File: src/rtl/duty_cycle_scheduler.sv
// duty_cycle_scheduler: walks the enabled ring-oscillator channels one at a time
// and drives an external duty-cycle measurement core for each one. For each
// channel it clears the core, waits for the input to settle, opens a fixed
// measurement window, waits for the core result, then offers that result on a
// valid/ready handshake.
//
// Ports
//   clk, reset              clock; synchronous active-high reset
//   start, continuous       scan request (IDLE only); auto re-scan after last channel
//   ch_mask [N_CH]          channel enable mask, sampled at scan start
//   ring_in [N_CH]          ring-oscillator inputs
//   meas_ring               registered ring_in[cur_ch] toward the core
//   meas_enable, meas_clear core enable; one-cycle core clear
//   meas_value [17]         core result
//   result_value/_ch        captured result and its channel index
//   result_valid/_ready     result handshake
//   busy, done              scan active; one-cycle end-of-scan pulse
module duty_cycle_scheduler #(
  parameter int unsigned N_CH    = 4,
  parameter int unsigned WINDOW  = 1000,
  parameter int unsigned SETTLE  = 4,
  parameter int unsigned CAP_DLY = 2
) (
  input  logic                                clk,
  input  logic                                reset,
  input  logic                                start,
  input  logic                                continuous,
  input  logic [N_CH-1:0]                     ch_mask,
  input  logic [N_CH-1:0]                     ring_in,
  output logic                                meas_ring,
  output logic                                meas_enable,
  output logic                                meas_clear,
  input  logic [16:0]                         meas_value,
  output logic [16:0]                         result_value,
  output logic [((N_CH > 1) ? $clog2(N_CH) : 1)-1:0] result_ch,
  output logic                                result_valid,
  input  logic                                result_ready,
  output logic                                busy,
  output logic                                done
);

  localparam int unsigned CH_W    = (N_CH > 1) ? $clog2(N_CH) : 1;
  localparam int unsigned CNT_MAX = (WINDOW >= SETTLE) ?
                                    ((WINDOW >= CAP_DLY) ? WINDOW : CAP_DLY) :
                                    ((SETTLE >= CAP_DLY) ? SETTLE : CAP_DLY);
  localparam int unsigned CNT_W   = (CNT_MAX > 1) ? $clog2(CNT_MAX) : 1;

  typedef enum logic [2:0] {
    S_IDLE, S_CLEAR, S_SETTLE, S_MEASURE, S_CAPTURE, S_HOLD, S_NEXT
  } state_t;

  state_t            r_state, w_state_next;
  logic [CNT_W-1:0]  r_cnt, w_cnt_next;
  logic [N_CH-1:0]   r_mask, w_mask_next;
  logic [CH_W-1:0]   r_cur_ch, w_cur_ch_next;
  logic [CH_W-1:0]   w_low_ch;
  logic [CH_W-1:0]   w_nxt_ch;
  logic              w_has_nxt;
  logic              w_done_c;
  logic              w_xfer;

  logic              r_meas_ring, r_meas_enable, r_meas_clear;
  logic              r_result_valid, r_busy, r_done;
  logic [16:0]       r_result_value;
  logic [CH_W-1:0]   r_result_ch;

  assign w_xfer = r_result_valid & result_ready;

  // Lowest enabled channel of the live mask (used when a scan begins).
  always_comb begin
    w_low_ch = '0;
    for (int i = N_CH - 1; i >= 0; i--) begin
      if (ch_mask[i]) w_low_ch = CH_W'(i);
    end
  end

  // Next enabled channel above cur_ch in the latched mask.
  always_comb begin
    w_nxt_ch  = '0;
    w_has_nxt = 1'b0;
    for (int i = N_CH - 1; i >= 0; i--) begin
      if (r_mask[i] && (i > int'(r_cur_ch))) begin
        w_nxt_ch  = CH_W'(i);
        w_has_nxt = 1'b1;
      end
    end
  end

  // Next-state, counter and channel selection.
  always_comb begin
    w_state_next  = r_state;
    w_cnt_next    = r_cnt;
    w_mask_next   = r_mask;
    w_cur_ch_next = r_cur_ch;
    w_done_c      = 1'b0;
    case (r_state)
      S_IDLE: begin
        if (start && (|ch_mask)) begin
          w_state_next  = S_CLEAR;
          w_mask_next   = ch_mask;
          w_cur_ch_next = w_low_ch;
          w_cnt_next    = '0;
        end
      end
      S_CLEAR: begin
        w_state_next = S_SETTLE;
        w_cnt_next   = '0;
      end
      S_SETTLE: begin
        if (r_cnt == CNT_W'(SETTLE - 1)) begin
          w_state_next = S_MEASURE;
          w_cnt_next   = '0;
        end else begin
          w_cnt_next = r_cnt + CNT_W'(1);
        end
      end
      S_MEASURE: begin
        if (r_cnt == CNT_W'(WINDOW - 1)) begin
          w_state_next = S_CAPTURE;
          w_cnt_next   = '0;
        end else begin
          w_cnt_next = r_cnt + CNT_W'(1);
        end
      end
      S_CAPTURE: begin
        if (r_cnt == CNT_W'(CAP_DLY - 1)) begin
          w_state_next = S_HOLD;
          w_cnt_next   = '0;
        end else begin
          w_cnt_next = r_cnt + CNT_W'(1);
        end
      end
      S_HOLD: begin
        if (w_xfer) w_state_next = S_NEXT;
      end
      S_NEXT: begin
        if (w_has_nxt) begin
          w_state_next  = S_CLEAR;
          w_cur_ch_next = w_nxt_ch;
        end else begin
          w_done_c = 1'b1;
          // Continuous mode re-samples the live mask for the following scan.
          if (continuous && (|ch_mask)) begin
            w_state_next  = S_CLEAR;
            w_mask_next   = ch_mask;
            w_cur_ch_next = w_low_ch;
          end else begin
            w_state_next = S_IDLE;
          end
        end
      end
      default: w_state_next = S_IDLE;
    endcase
  end

  // State register.
  always_ff @(posedge clk) begin
    if (reset) r_state <= S_IDLE;
    else       r_state <= w_state_next;
  end

  // Datapath and registered outputs; outputs trail the state by one cycle.
  always_ff @(posedge clk) begin
    if (reset) begin
      r_cnt          <= '0;
      r_mask         <= '0;
      r_cur_ch       <= '0;
      r_meas_ring    <= 1'b0;
      r_meas_enable  <= 1'b0;
      r_meas_clear   <= 1'b0;
      r_result_valid <= 1'b0;
      r_result_value <= '0;
      r_result_ch    <= '0;
      r_busy         <= 1'b0;
      r_done         <= 1'b0;
    end else begin
      r_cnt          <= w_cnt_next;
      r_mask         <= w_mask_next;
      r_cur_ch       <= w_cur_ch_next;
      r_meas_ring    <= ring_in[r_cur_ch];
      r_meas_enable  <= (r_state == S_MEASURE);
      r_meas_clear   <= (r_state == S_CLEAR);
      r_busy         <= (r_state != S_IDLE);
      r_done         <= w_done_c;
      // Valid drops on the cycle after the accepting edge.
      r_result_valid <= (r_state == S_HOLD) && !w_xfer;
      // Capture once, on the edge that raises valid, so value and ch stay put.
      if ((r_state == S_HOLD) && !r_result_valid) begin
        r_result_value <= meas_value;
        r_result_ch    <= r_cur_ch;
      end
    end
  end

  assign meas_ring    = r_meas_ring;
  assign meas_enable  = r_meas_enable;
  assign meas_clear   = r_meas_clear;
  assign result_value = r_result_value;
  assign result_ch    = r_result_ch;
  assign result_valid = r_result_valid;
  assign busy         = r_busy;
  assign done         = r_done;

endmodule

File: config.mk
export PLATFORM = sky130hd
export DESIGN_NAME = duty_cycle_scheduler
export DESIGN_NICKNAME = d
export VERILOG_FILES = /design/src/rtl/duty_cycle_scheduler.sv
export SDC_FILE = /design/constraint.sdc
export NUM_CORES = 1
export LEC_CHECK = 0
export CORE_MARGIN = 2
export CORE_UTILIZATION = 39
export CTS_CLUSTER_SIZE = 14
export DETAILED_ROUTE_END_ITERATION = 6
export GPL_TIMING_DRIVEN = 1
export PLACE_DENSITY = 0.69
export SLEW_MARGIN = 20
export SYNTH_ARGS = -nofsm -noshare
export SYNTH_HDL_FRONTEND = slang
export SYNTH_SLANG_ARGS = --single-unit
File: constraint.sdc
create_clock -name clk -period 2.6 [get_ports clk]
set_clock_uncertainty 0.1 [all_clocks]
set_input_delay 0.26 -clock clk [delete_from_list [all_inputs] [get_ports clk]]
set_output_delay 0.26 -clock clk [all_outputs]
set_load 0.03 [all_outputs]
# == After elaboration in Yosys (flattened, before gate mapping) ==
# Index checks and enable logic that the tools add are counted.
# word_totals
n_memories,0
ff_bits,44
out_inout_bits,25
latchBits,0
mem_bits_rw,0
rom_bits,0
word_cells,89
# op_classes
reduce_logical,19
div,0
mux,34
multipliers,0
bitwise,2
magnitude_cmp,4
eq_ne,17
shifts,0
addsub,1
# ops
cell,n
$pmux W10 S5,1
$mux W10,4
$pmux W3 S7,1
$mux W2,10
$mux W3,5
$ne A2 B2 Y1 const B,7
$mux W4,3
$add A10 B1 Y10 const B,1
$eq A10 B1 Y1 const B,1
$eq A10 B10 Y1 const B,1
$eq A10 B2 Y1 const B,1
$eq A3 B3 Y1 const B,3
$pmux W4 S2,1
$logic_and A1 B1 Y1,7
$mux W1,7
$eq A3 B2 Y1 const B,2
$reduce_and A5 Y1,1
$reduce_bool A5 Y1,1
$gt A2 B2 Y1 const A,2
$pmux W2 S2,1
$reduce_and A4 Y1,1
$reduce_or A4 Y1,1
$eq A3 B1 Y1 const B,1
$logic_not A3 Y1,1
12 further kinds,13

# == Depth between registers and ports, before layout ==
# Gate-level depths: netlist of run 1.
# logic_depth
word_depth,7
depth_mapped,7
depth_no_buf,6

# == Least setup slack after synthesis of run 1 ==
# OpenSTA, ideal clock, no wires.
# synth_timing
kind,register to register
start,register r_cnt[0]
end,register r_cnt[9]
stages_incl_launch_ff,7
setup_ns,0.122
path_buffers,0
synth_period_minus_slack_ns,1.826
path_slack_ns,0.774
arrival_time_ns,1.604
cell_sequence,dfxtp_1 > ha_1 > nor4bb_1 > a31oi_1 > a211oi_2 > nor2_1 > a221o_1
# synth_between
elab_chain_len,3
elab_cells_between_ends,8
classes_between,add/sub: 1; eq/ne: 3; mux: 4
# synth_lines
element,line_no,text
"start, declared",53,"logic [CNT_W-1:0] r_cnt, w_cnt_next;"
"start signal, assigned",177,r_cnt <= w_cnt_next;
$add A10 B1 Y10 (tied with other cells),"114, 122, 130",
$mux W10 (on tied branches),"126, 110, 118",
$pmux W10 S5 (*),96,case (r_state)
# Every way passes the cells marked *; elsewhere a longest branch is shown, timed or not.
# A chain may end at the register's enable or synchronous reset.

# == Worst setup path after layout of run 1 ==
# Ends and elaborated chain as after synthesis.

==> flow_summary.toml, run 1 <==
[synth]
synth_compound_area_share_pct = 22.2
synth_ff_type = "dfxtp_1"
muxShareOfSynthArea_pct = 2.17
yosys_warnings = 0
synth-seq-cells = 43
synth_top_family_by_area = "simple AND/OR/NAND/NOR gates"
synth-edff-count = 0
syn_avg_cell_area_um2 = 8.14
synth_top_area_share_pct = 42.6
synthDistinctLibCells = 48
ys_top_cells_by_area = "dfxtp_1, nand2_1, a21oi_1"
synthCells = 248
synth-simple-area-share_pct = 28.2
syn-num-nets = 280
synth_area_leader_cell = "dfxtp_1"
synthAdderAreaFrac_pct = 1.24
ys_async_sr_fraction_pct = 0
synthXorXnorAreaFrac_pct = 0
syn_area_mm2 = 0.00202
synth_seq_area_share_pct = 42.6

[layout]
final_cells = 373
num-nets-final = 334
antenna_cells = 0
syn_to_final_growth_pct = 36.9
fill_cells = 487
final_layout_size_suffix_gt1_share_pct = 8.25

[critical_path]
worstSetupPathType = "register to register"
crit_path_end_kind = "register"
worstPathMaxFanout = 7
critPathRequiredTime_ps = 2690
crit_arrival_ps = 2280
worst_setup_path_start_kind = "register"

[detailed_routing]
drt_iter0_drc = 93
drt-total-wl_um = 4800
first_pass_iters = 4
dr_total_vias = 1914
wl_per_cell_um = 12.9
ant_nets = 0
routed_via_density = 5.13
drc = 0

[cts]
cts_setup_buffers = 0
htree_levels = 2
clockRootBuffer = "clkbuf_8"
cts_buffers = 5
clock_path_buffers = 2
cts_hold_buffers = 0
clk_latency_ps = 290
cts_resized = 0
cts_sinks = 43
cts_tree = "yes"
cts.reportedPaths.clkPinSlew_ps = 80

[global_routing]
grt_pass1_wl_um = 8310
grt-ovfl-total = 0
antenna_found_initial = 0
track_usage_pct = 17.2
grt_pass1_vias = 1827
grt_max_degree = 23

[die]
start_util_pct = 40.0
ioPinCount = 55
dieArea_mm2 = 0.00577
die_w_um = 76.0
core_area_mm2 = 0.00504
die_y_um = 76.0
rows = 26

[timing]
setup_viol = 0
final.setup.tns_ps = 0
min_period_ps = 2190
drv_slew = 0
layout_worst_path_cycle_share_pct = 84.3
hold_viol_final = 0
rsz0062_at_grt = "no"
maxSlewHeadroom_pct = 63.2
worst_pin_slew_ps = 546
clock.fmax_mhz = 456

[pwr]
power_frac_seq_pct = 41.0
cellLeakagePower_uw = 0.000972
clockPowerShare_pct = 31.9
sw_frac_of_total_pct = 30.3
p_switching_uw = 587
powerDensity_mw_per_mm2 = 701
internal_power_uw = 1350
share_comb_of_total_power_pct = 27.1
irDropWorstVdd_uv = 352

[status]
status = "finished clean"

[min_path]
hp-class = "register to register"

[placement]
gp_congestion = 0.795
portBuffers = 54
dp_hpwl_um = 3420
dpl.cell_count = 365

[flow_run]
maxCapViolations = 0
-- registers in the layout, indices dropped and copies added (netlist names), 2 cells and up --
register and flops:
r_mask 3, r_state 3, result_value 17, r_cnt 10
r_cur_ch 2, result_ch 2
-- final timing paths --
check | start | endpoint | slack (ps) | cells after the start
worst max-delay path | r_cnt[0]$_SDFFE_PP0P_ | r_cnt[9]$_SDFFE_PP0P_ | 410 | 7
worst min-delay path | result_value[12]$_SDFFE_PP0P_ | result_value[12]$_SDFFE_PP0P_ | 360 | 2
worst max register to register | r_cnt[0]$_SDFFE_PP0P_ | r_cnt[9]$_SDFFE_PP0P_ | 410 | 7
worst min register to register | result_value[12]$_SDFFE_PP0P_ | result_value[12]$_SDFFE_PP0P_ | 360 | 2
-- cell families (layout without fill, tap and decap cells) --
family                     count (synthesis)  after routing
muxes                                      3              3
buffers and inverters                     17             72
and+or+nand+nor                          114            114
AOI/OAI and AO/OA                         69             69
DFF                                       43             43
adders and majority gates                  2              2
-- synth_stat cells, types with 2 or more instances --
cell,instances
o31ai_1,5
inv_1,5
nor2b_1,8
o211ai_1,2
nand2b_1,8
buf_1,2
nand2_1,51
ha_1,2
nor4bb_1,2
o21ai_0,11
o21bai_1,3
a21oi_1,27
nand3b_1,2
a22o_1,5
nand3_1,7
or2_2,4
buf_2,3
nor2_1,12
or3b_2,2
dfxtp_1,43
and3_1,6
a221oi_1,2
nor3_1,5
clkbuf_1,5
nor4_1,3
-- worst max-delay path: stages, from the launching register on --
cell and delay (ps):
dfxtp_1 390, ha_1 260, nor4bb_1 350, a31oi_1 190, a211oi_2 260, buf_4 210
nor4bb_1 60, a221o_1 270
-- final cells by class --
cell class                      count  area, um^2  area share [%]
Clock buffer                        6        72.6            2.63
Sequential cell                    43         861            31.1
Clock inverter                      2        60.1            2.17
Tap cell                           70        87.6            3.17
Timing Repair Buffer               59         578            20.9
Multi-Input combinational cell    188        1090            39.3
Inverter                            5        18.8           0.679
-- power by group through the flow --
stage	logic (uW)	clock network (uW)	registers, uW
2_1_floorplan	353	0	806
3_3_place_gp	519	0	808
3_5_place_dp	524	0	811
4_1_cts	528	633	794
5_1_grt	585	657	807
6_report	525	617	795
-- per-stage QoR --
step / area, um^2 / hold slack, ps / total power, uW / util, % / worst slack, ps
2_1_floorplan: 2020 / 296 / 1160 / - / 774
3_3_place_gp: 2630 / 341 / 1330 / 52.2 / 395
3_5_place_dp: 2630 / 348 / 1340 / 52.2 / 377
4_1_cts: 2760 / 360 / 1960 / 54.8 / 421
5_1_grt: 2760 / 382 / 2050 / 54.8 / 278
6_report: 2760 / 356 / 1940 / 54.8 / 408
-- layer usage --
layer  routed length (um)  track usage, %
met5                    0               0
met4                   49            3.82
met3                  224            5.00
met2                 2250            29.6
met1                 2280            21.6
-- layout by cell type, fill, tap and decap left out, types with 2 or more instances in the layout --
master,instances
a21oi_1,27
a221oi_1,2
a22o_1,5
and3_1,6
buf_4,5
bufinv_16,2
clkbuf_8,5
clkdlybuf4s50_1,54
dfxtp_1,43
ha_1,2
inv_1,5
nand2_1,51
nand2b_1,8
nand3_1,7
nand3b_1,2
nor2_1,12
nor2b_1,8
nor3_1,5
nor4_1,3
nor4bb_1,2
o211ai_1,2
o21ai_0,11
o21bai_1,3
o31ai_1,5
or2_2,4
or3b_2,2
Note: power is estimated with default switching activity, not from simulation.
==> run 2: changes to the inputs <==
PLACE_DENSITY = 0.71   (was 0.69)
clock period = 2 ns   (was 2.6 ns; I/O delays follow)
==> run 2 against run 1 <==
Clock power is 12% lower. Worst hold slack lost 7.9 ps. Fmax increased by 16%. Setup slack worse by 290 ps. Critical path depth unchanged. Highest routed layer unchanged. Routed wire length grew 3.3%. Global-route usage hardly changed. Sequential cell count unchanged. Critical path type unchanged. Count of clock-buffer cells in the layout is the same. Largest cell class unchanged.
==> flow_summary.toml, run 2 (same netlist as run 1, synthesis figures left out) <==
[global_routing]
grt.met1_usage_pct = 21.4
antenna_found_initial = 0
met2_usage_pct = 28.9
track_usage_pct = 17.2
grt_pass1_vias = 1936
grt-ovfl-total = 0
use_met3_pct = 4.76
grt_max_degree = 20
busiest_layer = "met2"
grt_pass1_wl_um = 8380

[layout]
layout_commonest_cell = "clkdlybuf4s50_1"
antenna_cells = 0
final_layout_size_suffix_gt1_share_pct = 15.1
most-common-layout-cells = "clkdlybuf4s50_1, nand2_1, dfxtp_1"
final_cells = 394
syn_to_final_growth_pct = 43.3
largest_register_ffs = 17
num-nets-final = 355

[flow_run]
maxCapViolations = 0

[timing]
worst_pin_slew_ps = 393
clock.fmax_mhz = 530
hold_viol_final = 0
layout_worst_path_cycle_share_pct = 94.3
rsz0062_at_grt = "no"
drv_slew = 0
setup_viol = 0
final.setup.tns_ps = 0
min_period_ps = 1890
maxSlewHeadroom_pct = 73.8

[placement]
dp_hpwl_um = 3570
portBuffers = 54
gp_congestion = 0.843
dpl.cell_count = 383

[die]
die_w_um = 76.0
dieArea_mm2 = 0.00577
die_y_um = 76.0
core_area_mm2 = 0.00504
rows = 26
ioPinCount = 55
start_util_pct = 40.0

[pwr]
cellLeakagePower_uw = 0.00105
powerDensity_mw_per_mm2 = 826
irDropWorstVdd_uv = 468

[min_path]
hp-start = "meas_value[7]"
holdPathStages = 3
min_to = "result_value[7]$_SDFFE_PP0P_"
hp-class = "input port to register"

[cts]
cts_hold_buffers = 0
cts_tree = "yes"
clock_path_buffers = 2
cts.reportedPaths.clkPinSlew_ps = 80
cts_buffers = 5
htree_levels = 2
clk_latency_ps = 290
cts_sinks = 43
clockRootBuffer = "clkbuf_8"

[critical_path]
critPathRequiredTime_ps = 2090
ff2ff_path_depth = 7
worstPathMaxFanout = 4
worstReg2RegStart = "r_cnt[0]$_SDFFE_PP0P_"
crit_arrival_ps = 1970
crit_path_end_kind = "register"
reg2reg_slack_ps = 110
worst_setup_path_start_kind = "register"
worstSetupPathType = "register to register"
rr_endpoint = "r_cnt[9]$_SDFFE_PP0P_"

[status]
status = "finished clean"

[detailed_routing]
drc = 0
dr_total_vias = 1992
drt_iter0_drc = 75
routed_via_density = 5.06
wl_per_cell_um = 12.6
ant_nets = 0
drt-total-wl_um = 4950
first_pass_iters = 4
## run 2: worst max path at each step
| stage | slack [ps] | endpoint | startpoint |
|---|---|---|---|
| after floorplan | 170 | r_cnt[9]$_SDFFE_PP0P_ | r_cnt[0]$_SDFFE_PP0P_ |
| after global placement | -100 | r_state[0]$_SDFFE_PP0P_ | ch_mask[1] |
| after detailed placement | -140 | r_state[0]$_SDFFE_PP0P_ | ch_mask[1] |
| after CTS | 120 | r_state[0]$_SDFFE_PP0P_ | r_cnt[0]$_SDFFE_PP0P_ |
| after global routing | 10 | r_cnt[9]$_SDFFE_PP0P_ | r_cnt[3]$_SDFFE_PP0P_ |
| final | 110 | r_cnt[9]$_SDFFE_PP0P_ | r_cnt[0]$_SDFFE_PP0P_ |
## run 2: power by group
part | switching (uW) | internal, uW | leakage (uW)
logic | 421 | 424 | 0.000662
clock network | 301 | 244 | 0.0000412
registers | 70.2 | 928 | 0.000349
## run 2: through the flow
step	utilization (%)	hold slack [ps]	worst slack [ps]	total power [uW]	instance area, um^2
after floorplan	-	236	174	1510	2020
after global routing	57.4	350	9.82	2550	2890
final	57.4	348	114	2390	2890
after detailed placement	54.9	348	-138	1820	2770
after global placement	54.9	342	-100	1810	2770
after CTS	56.6	342	117	2380	2850
## run 2: layout make-up
type,instances,area (um^2)
Inverter,5,18.8
Timing Repair Buffer,80,733
Clock buffer,6,72.6
Multi-Input combinational cell,188,1110
Fill cell,487,2150
Clock inverter,2,12.5
Sequential cell,43,862
Tap cell,70,87.6
## run 2: timing repair
item                                    CTS  global route
endpoints found under the setup margin    0             8
resized for setup                         0             5
buffers inserted                          0             2
## run 2: critical path, stage by stage, from the launching register on
cell and delay [ps]:
dfxtp_1 350, ha_1 170, nor4bb_4 210, a31oi_2 140, a211oi_2 320, buf_4 170
nor4bb_1 40, a221o_1 270
## run 2: routing by layer
metal / share of wire (%) / vias up
met2: 47 / 59
li1: - / 1023
met4: 1.3 / 0
met1: 45 / 901
met3: 6.1 / 9
met5: 0 / -
==> variant 1 (config.mk and constraints of run 1) <==
Change the parameter `SETTLE` from 4 to 2.
--- a/src/rtl/duty_cycle_scheduler.sv
+++ b/src/rtl/duty_cycle_scheduler.sv
@@ -18,7 +18,7 @@
 module duty_cycle_scheduler #(
   parameter int unsigned N_CH    = 4,
   parameter int unsigned WINDOW  = 1000,
-  parameter int unsigned SETTLE  = 4,
+  parameter int unsigned SETTLE  = 2,
   parameter int unsigned CAP_DLY = 2
 ) (
   input  logic                                clk,
Behaviour: not the same (Yosys sat finds a counterexample within 10 cycles, from zero or initial values and one cycle with reset high).
==> variant 1 against run 1 <==
  * Fmax is 3.5% higher
  * Final cell count stayed put
  * Utilization is 0.25 points lower
  * Total power is 0.85% lower
  * Die area is 0.66% lower
  * Synthesized area is 0.68% lower
  * Wire length is 0.75% lower
  * Final area is 0.45% lower
  * Combinational power is 17% higher
  * Worst setup slack better by 0.073 ns
  * Synthesized cell count is 0.40% higher
  * Sequential cell count stayed put
  * Critical path type unchanged
  * Critical endpoint is now r_state[0]$_SDFFE_PP0P_
==> variant 1: results (changes against run 1) <==
metric,value,unit,change
port buffer count,54,,unchanged
worst skew pair latency,0.29,ns,about the same
CTS buffer count,5,,unchanged
reg2reg end,r_state[0]$_SDFFE_PP0P_,,
Ant. Diodes,0,,unchanged
level count of the clock H-tree,2,,unchanged
startpoint of the worst hold path,result_value[5]$_SDFFE_PP0P_,,
number of nets produced by synthesis,281,,+0.36%
vias in the first global route,1594,,-13%
Synth cell types,50,,+4.2%
longest individual stage delay on the worst path,0.45,ns,+0.06 ns
global-route wire length before repair,7250,um,-13%
highest layer used for signal routing,met4,,
clock buffer depth,2,,unchanged
share of cells above drive strength 1,8.25,%,unchanged
ys async rst share,0,%,unchanged
clock root buffer,sky130_fd_sc_hd__clkbuf_8,,
number of flip-flops under the largest register name,17,,unchanged
met3 wirelength from detailed routing,140,um,-38%
"critical path fanouts, max",6,,-1
routed wire length,4760,um,-0.75%
Pre-Repair DR Iteration Count,4,,unchanged
post_cts resized,0,,unchanged
number of nets in the finished design,334,,unchanged
initial antenna violation count,0,,unchanged
global-route usage over all layers,16.6,%,-0.66 points
category of cells accounting for the largest share of critical-path delay,simple AND/OR/NAND/NOR gates,,
Max-Slew Margin vs Limit,46.4,%,-17 points
cells taking the most area after synthesis,"sky130_fd_sc_hd__dfxtp_1 43%, sky130_fd_sc_hd__nand2_1 9.9%, sky130_fd_sc_hd__a21oi_1 8.5%",,
Critical Path Slowest Stage Cell,sky130_fd_sc_hd__or4b_4,,
Peak VDD IR,0.000266,V,-25%
clock slew seen by the registers of the worst setup and hold paths,0.09,ns,
register-to-register path setup slack,0.48,ns,+0.07 ns
routed length on met2,2350,um,+4.5%
list of most frequent post-synthesis cells,"53 x sky130_fd_sc_hd__nand2_1, 43 x sky130_fd_sc_hd__dfxtp_1, 34 x sky130_fd_sc_hd__a21oi_1, 17 x sky130_fd_sc_hd__nor2_1, 12 x sky130_fd_sc_hd__clkbuf_1",,
Ys Warns,0,,unchanged
postcts setup bufs,0,,unchanged
worst path arrival time,2.22,ns,-0.06 ns
sequential area share after synthesis,42.9,%,+0.29 points
worst-case reg-to-reg path depth,6,,-1
run status,"complete, no violations",,
Leak,0.992,nW,+2.1%
Critical Path Start,r_cnt[0]$_SDFFE_PP0P_,,
type of element capturing the critical path,flip-flop,,
M1 wire length,2240,um,-1.5%
TNS Setup,0,ns,unchanged
Detailed Place HPWL,3400,um,-0.61%
RD Place Congestion,0.894,,+12%
post-cts hold buffer count,0,,unchanged
largest net degree at the start of global routing,20,,-13%
prevailing post-synth register cell,sky130_fd_sc_hd__dfxtp_1,,
detailed router's first-iteration violation count,148,,+59%
total number of vias,1859,,-2.9%
Min-Delay Path Class,flip-flop to flip-flop,,
-- variant 1: changes by cell type after synthesis, moves of 4 or more --
cell                              run 1  this run
sky130_fd_sc_hd__or2_2                4         0
sky130_fd_sc_hd__nand2b_1             8         2
sky130_fd_sc_hd__nor2b_1              8         3
sky130_fd_sc_hd__nor2_1              12        17
sky130_fd_sc_hd__o21ai_0             11         3
sky130_fd_sc_hd__clkbuf_1             5        12
sky130_fd_sc_hd__a22o_1               5         1
sky130_fd_sc_hd__and2_1               1        10
sky130_fd_sc_hd__and3_1               6         2
sky130_fd_sc_hd__a21oi_1             27        34
sky130_fd_sc_hd__o22ai_1              1         9
-- variant 1: cells by family (layout without fill, tap and decap cells) --
family                     after synthesis  in the layout  share of synthesized area [%]
AOI/OAI and AO/OA                       63             63                           19.8
xor gates and xnor gates                 1              1                          0.437
adders and majority gates                2              2                           1.25
buffers and inverters                   22             76                           4.62
DFF                                     43             43                           42.9
muxes                                    5              5                           3.12
and+or+nand+nor                        113            113                           27.9
-- variant 1: worst min-delay path, delay by kind of cell (launching register included) --
family           cells  cell delay [ns]
flip-flops           1             0.32
AND/OR/NAND/NOR      1             0.05
AO/OA/AOI/OAI        1             0.05
-- variant 1: worst min path at each step --
stage / to / depth (start not counted) / slack (ns)
6_report: result_value[5]$_SDFFE_PP0P_ / 2 / 0.36
2_1_floorplan: result_value[0]$_SDFFE_PP0P_ / 2 / 0.30
5_1_grt: result_value[10]$_SDFFE_PP0P_ / 2 / 0.37
3_3_place_gp: result_value[14]$_SDFFE_PP0P_ / 2 / 0.34
4_1_cts: result_value[10]$_SDFFE_PP0P_ / 2 / 0.36
3_5_place_dp: result_value[3]$_SDFFE_PP0P_ / 2 / 0.35
-- variant 1: area by class of cell --
class	instances	area, um2
flip-flops and latches	43	861
repair buffers	62	601
clock inverters	3	43.8
fillers	496	2290
clock buffers	5	68.8
inverters	6	22.5
well taps	70	87.6
multi-input cells	184	1070
-- variant 1: metrics by stage --
step                instance area [um2]  cells  worst slack, ns  hold slack, ns
floorplan                          2010    249            0.652           0.296
global placement                   2640    365            0.423           0.342
detailed placement                 2640    365            0.381           0.346
CTS                                2750    373            0.464           0.358
global route                       2750    373            0.361           0.373
finish                             2750    373            0.482           0.357
-- variant 1: power breakdown --
| part | switching, W | internal, W | total [W] |
|---|---|---|---|
| logic | 0.000332 | 0.000283 | 0.000615 |
| registers | 0.0000654 | 0.000719 | 0.000784 |
| clock network | 0.000235 | 0.000286 | 0.000521 |
| total | 0.000633 | 0.00129 | 0.00192 |
-- variant 1: routing by layer --
layer  up-vias  GRT usage (%)
li1        969              -
met1       864           22.2
met2        24           26.2
met3         2           4.50
met4         0           5.07
met5         -              0
==> variant 2 (config.mk and constraints of run 1) <==
Without the edit above. Re-encode `state_t` (7 states) as one-hot, 7 bits wide.
--- a/src/rtl/duty_cycle_scheduler.sv
+++ b/src/rtl/duty_cycle_scheduler.sv
@@ -45,8 +45,8 @@
                                     ((SETTLE >= CAP_DLY) ? SETTLE : CAP_DLY);
   localparam int unsigned CNT_W   = (CNT_MAX > 1) ? $clog2(CNT_MAX) : 1;
 
-  typedef enum logic [2:0] {
-    S_IDLE, S_CLEAR, S_SETTLE, S_MEASURE, S_CAPTURE, S_HOLD, S_NEXT
+  typedef enum logic [6:0] {
+    S_IDLE = 7'b0000001, S_CLEAR = 7'b0000010, S_SETTLE = 7'b0000100, S_MEASURE = 7'b0001000, S_CAPTURE = 7'b0010000, S_HOLD = 7'b0100000, S_NEXT = 7'b1000000
   } state_t;
 
   state_t            r_state, w_state_next;
Behaviour: no difference found for any inputs over 10 cycles, from zero or initial values and one cycle with reset high; not proved beyond that.
==> variant 2 against run 1 <==
  * Sequential cell count up 4
  * Worst setup slack got worse by 0.14 ns
  * Non-clock buffer count unchanged
  * Total power up 1.2%
  * Sequential share of layout area is 0.96 points higher
  * Wire length grew 8.1%
  * Fmax shrank 6.2%
  * Final cell count increased by 3.5%
  * Clock power shrank 11%
  * Synthesized area rose by 8.3%
  * Count of clock-buffer cells in the layout down 1
  * Final area up 6.0%
  * Critical path type unchanged
==> variant 2: results (changes against run 1) <==
metric,value,unit,change
longest individual stage delay on the worst path,0.44,ns,+0.05 ns
global-route wire length before repair,8580,um,+3.2%
number of nets produced by synthesis,290,,+3.6%
register-to-register path setup slack,0.26,ns,-0.14 ns
final-layout worst hold slack,0.357,ns,+0.00131 ns
worst path arrival time,2.43,ns,+0.15 ns
sink of the worst hold path,result_value[14]$_SDFFE_PP0P_,,
RD Place Congestion,0.829,,+4.3%
total number of vias,2083,,+8.8%
Die Footprint,0.00622,mm2,+7.8%
filler cell count,534,,+9.7%
post-route insts no fill,386,,+3.5%
cells taking the most area after synthesis,"sky130_fd_sc_hd__dfxtp_1 43%, sky130_fd_sc_hd__nand2_1 8.2%, sky130_fd_sc_hd__a21oi_1 6.6%",,
vias in the first global route,1871,,+2.4%
run status,"complete, no violations",,
Detailed Place HPWL,3720,um,+8.6%
final clock period utilization by the worst path,89.9,%,+5.6 points
largest net degree at the start of global routing,41,,+78%
startpoint of the worst hold path,result_value[14]$_SDFFE_PP0P_,,
Max-Slew Margin vs Limit,53.1,%,-10 points
post-route cell area,0.00293,mm2,+6.0%
Peak VDD IR,0.000282,V,-20%
Ys Warns,0,,unchanged
number of nets in the finished design,345,,+3.3%
Place WS,0.268,ns,-0.110 ns
detailed router's first-iteration violation count,96,,+3.2%
prevailing post-synth register cell,sky130_fd_sc_hd__dfxtp_1,,
sequential area share after synthesis,43.0,%,+0.39 points
cell area after placement,0.00281,mm2,+6.9%
Cells after DPL,378,,+3.6%
syn_area_per_cell,8.48,um2,+4.1%
Synth cell types,56,,+17%
Critical Path Slowest Stage Cell,sky130_fd_sc_hd__or4_4,,
share of cells above drive strength 1,7.64,%,-0.61 points
Leak,1.04,nW,+6.7%
endpoint of the worst setup timing path,r_cnt[5]$_SDFFE_PP0P_,,
list of most frequent post-synthesis cells,"48 x sky130_fd_sc_hd__nand2_1, 47 x sky130_fd_sc_hd__dfxtp_1, 29 x sky130_fd_sc_hd__a21oi_1, 13 x sky130_fd_sc_hd__nor2_1, 10 x sky130_fd_sc_hd__nand2b_1",,
average wire per cell in the routed design,13.4,um,+4.5%
"critical path fanouts, max",6,,-1
==> variant 2: logic make-up (layout without fill, tap and decap cells) <==
logic type,Yosys count,count (layout),synth area share (%)
buf+inv,16,72,2.75
xor+xnor,2,2,0.801
compound gates,68,68,21.4
flops,47,47,43.0
fa+ha+maj,2,2,1.14
simple gates,119,119,28.5
mux,4,4,2.40
==> variant 2: layout make-up <==
| class | instances | area share [%] |
|---|---|---|
| tap | 72 | 3.07 |
| inverter | 5 | 0.640 |
| clock buffer | 5 | 2.35 |
| timing repair buffer | 59 | 19.7 |
| sequential | 47 | 32.1 |
| clock inverter | 3 | 1.62 |
| multi-input combinational | 195 | 40.5 |
==> variant 2: routing by layer <==
layer  part of all wire, %  global-route usage [%]
met2                    44                    27.5
met1                    48                    22.1
met3                   6.6                    4.43
met4                   1.4                    5.86
met5                     0                       0
==> variant 2: power breakdown <==
group	switching (W)	internal, W
combinational	0.000313	0.000251
sequential	0.0000644	0.000783
clock	0.000258	0.000292
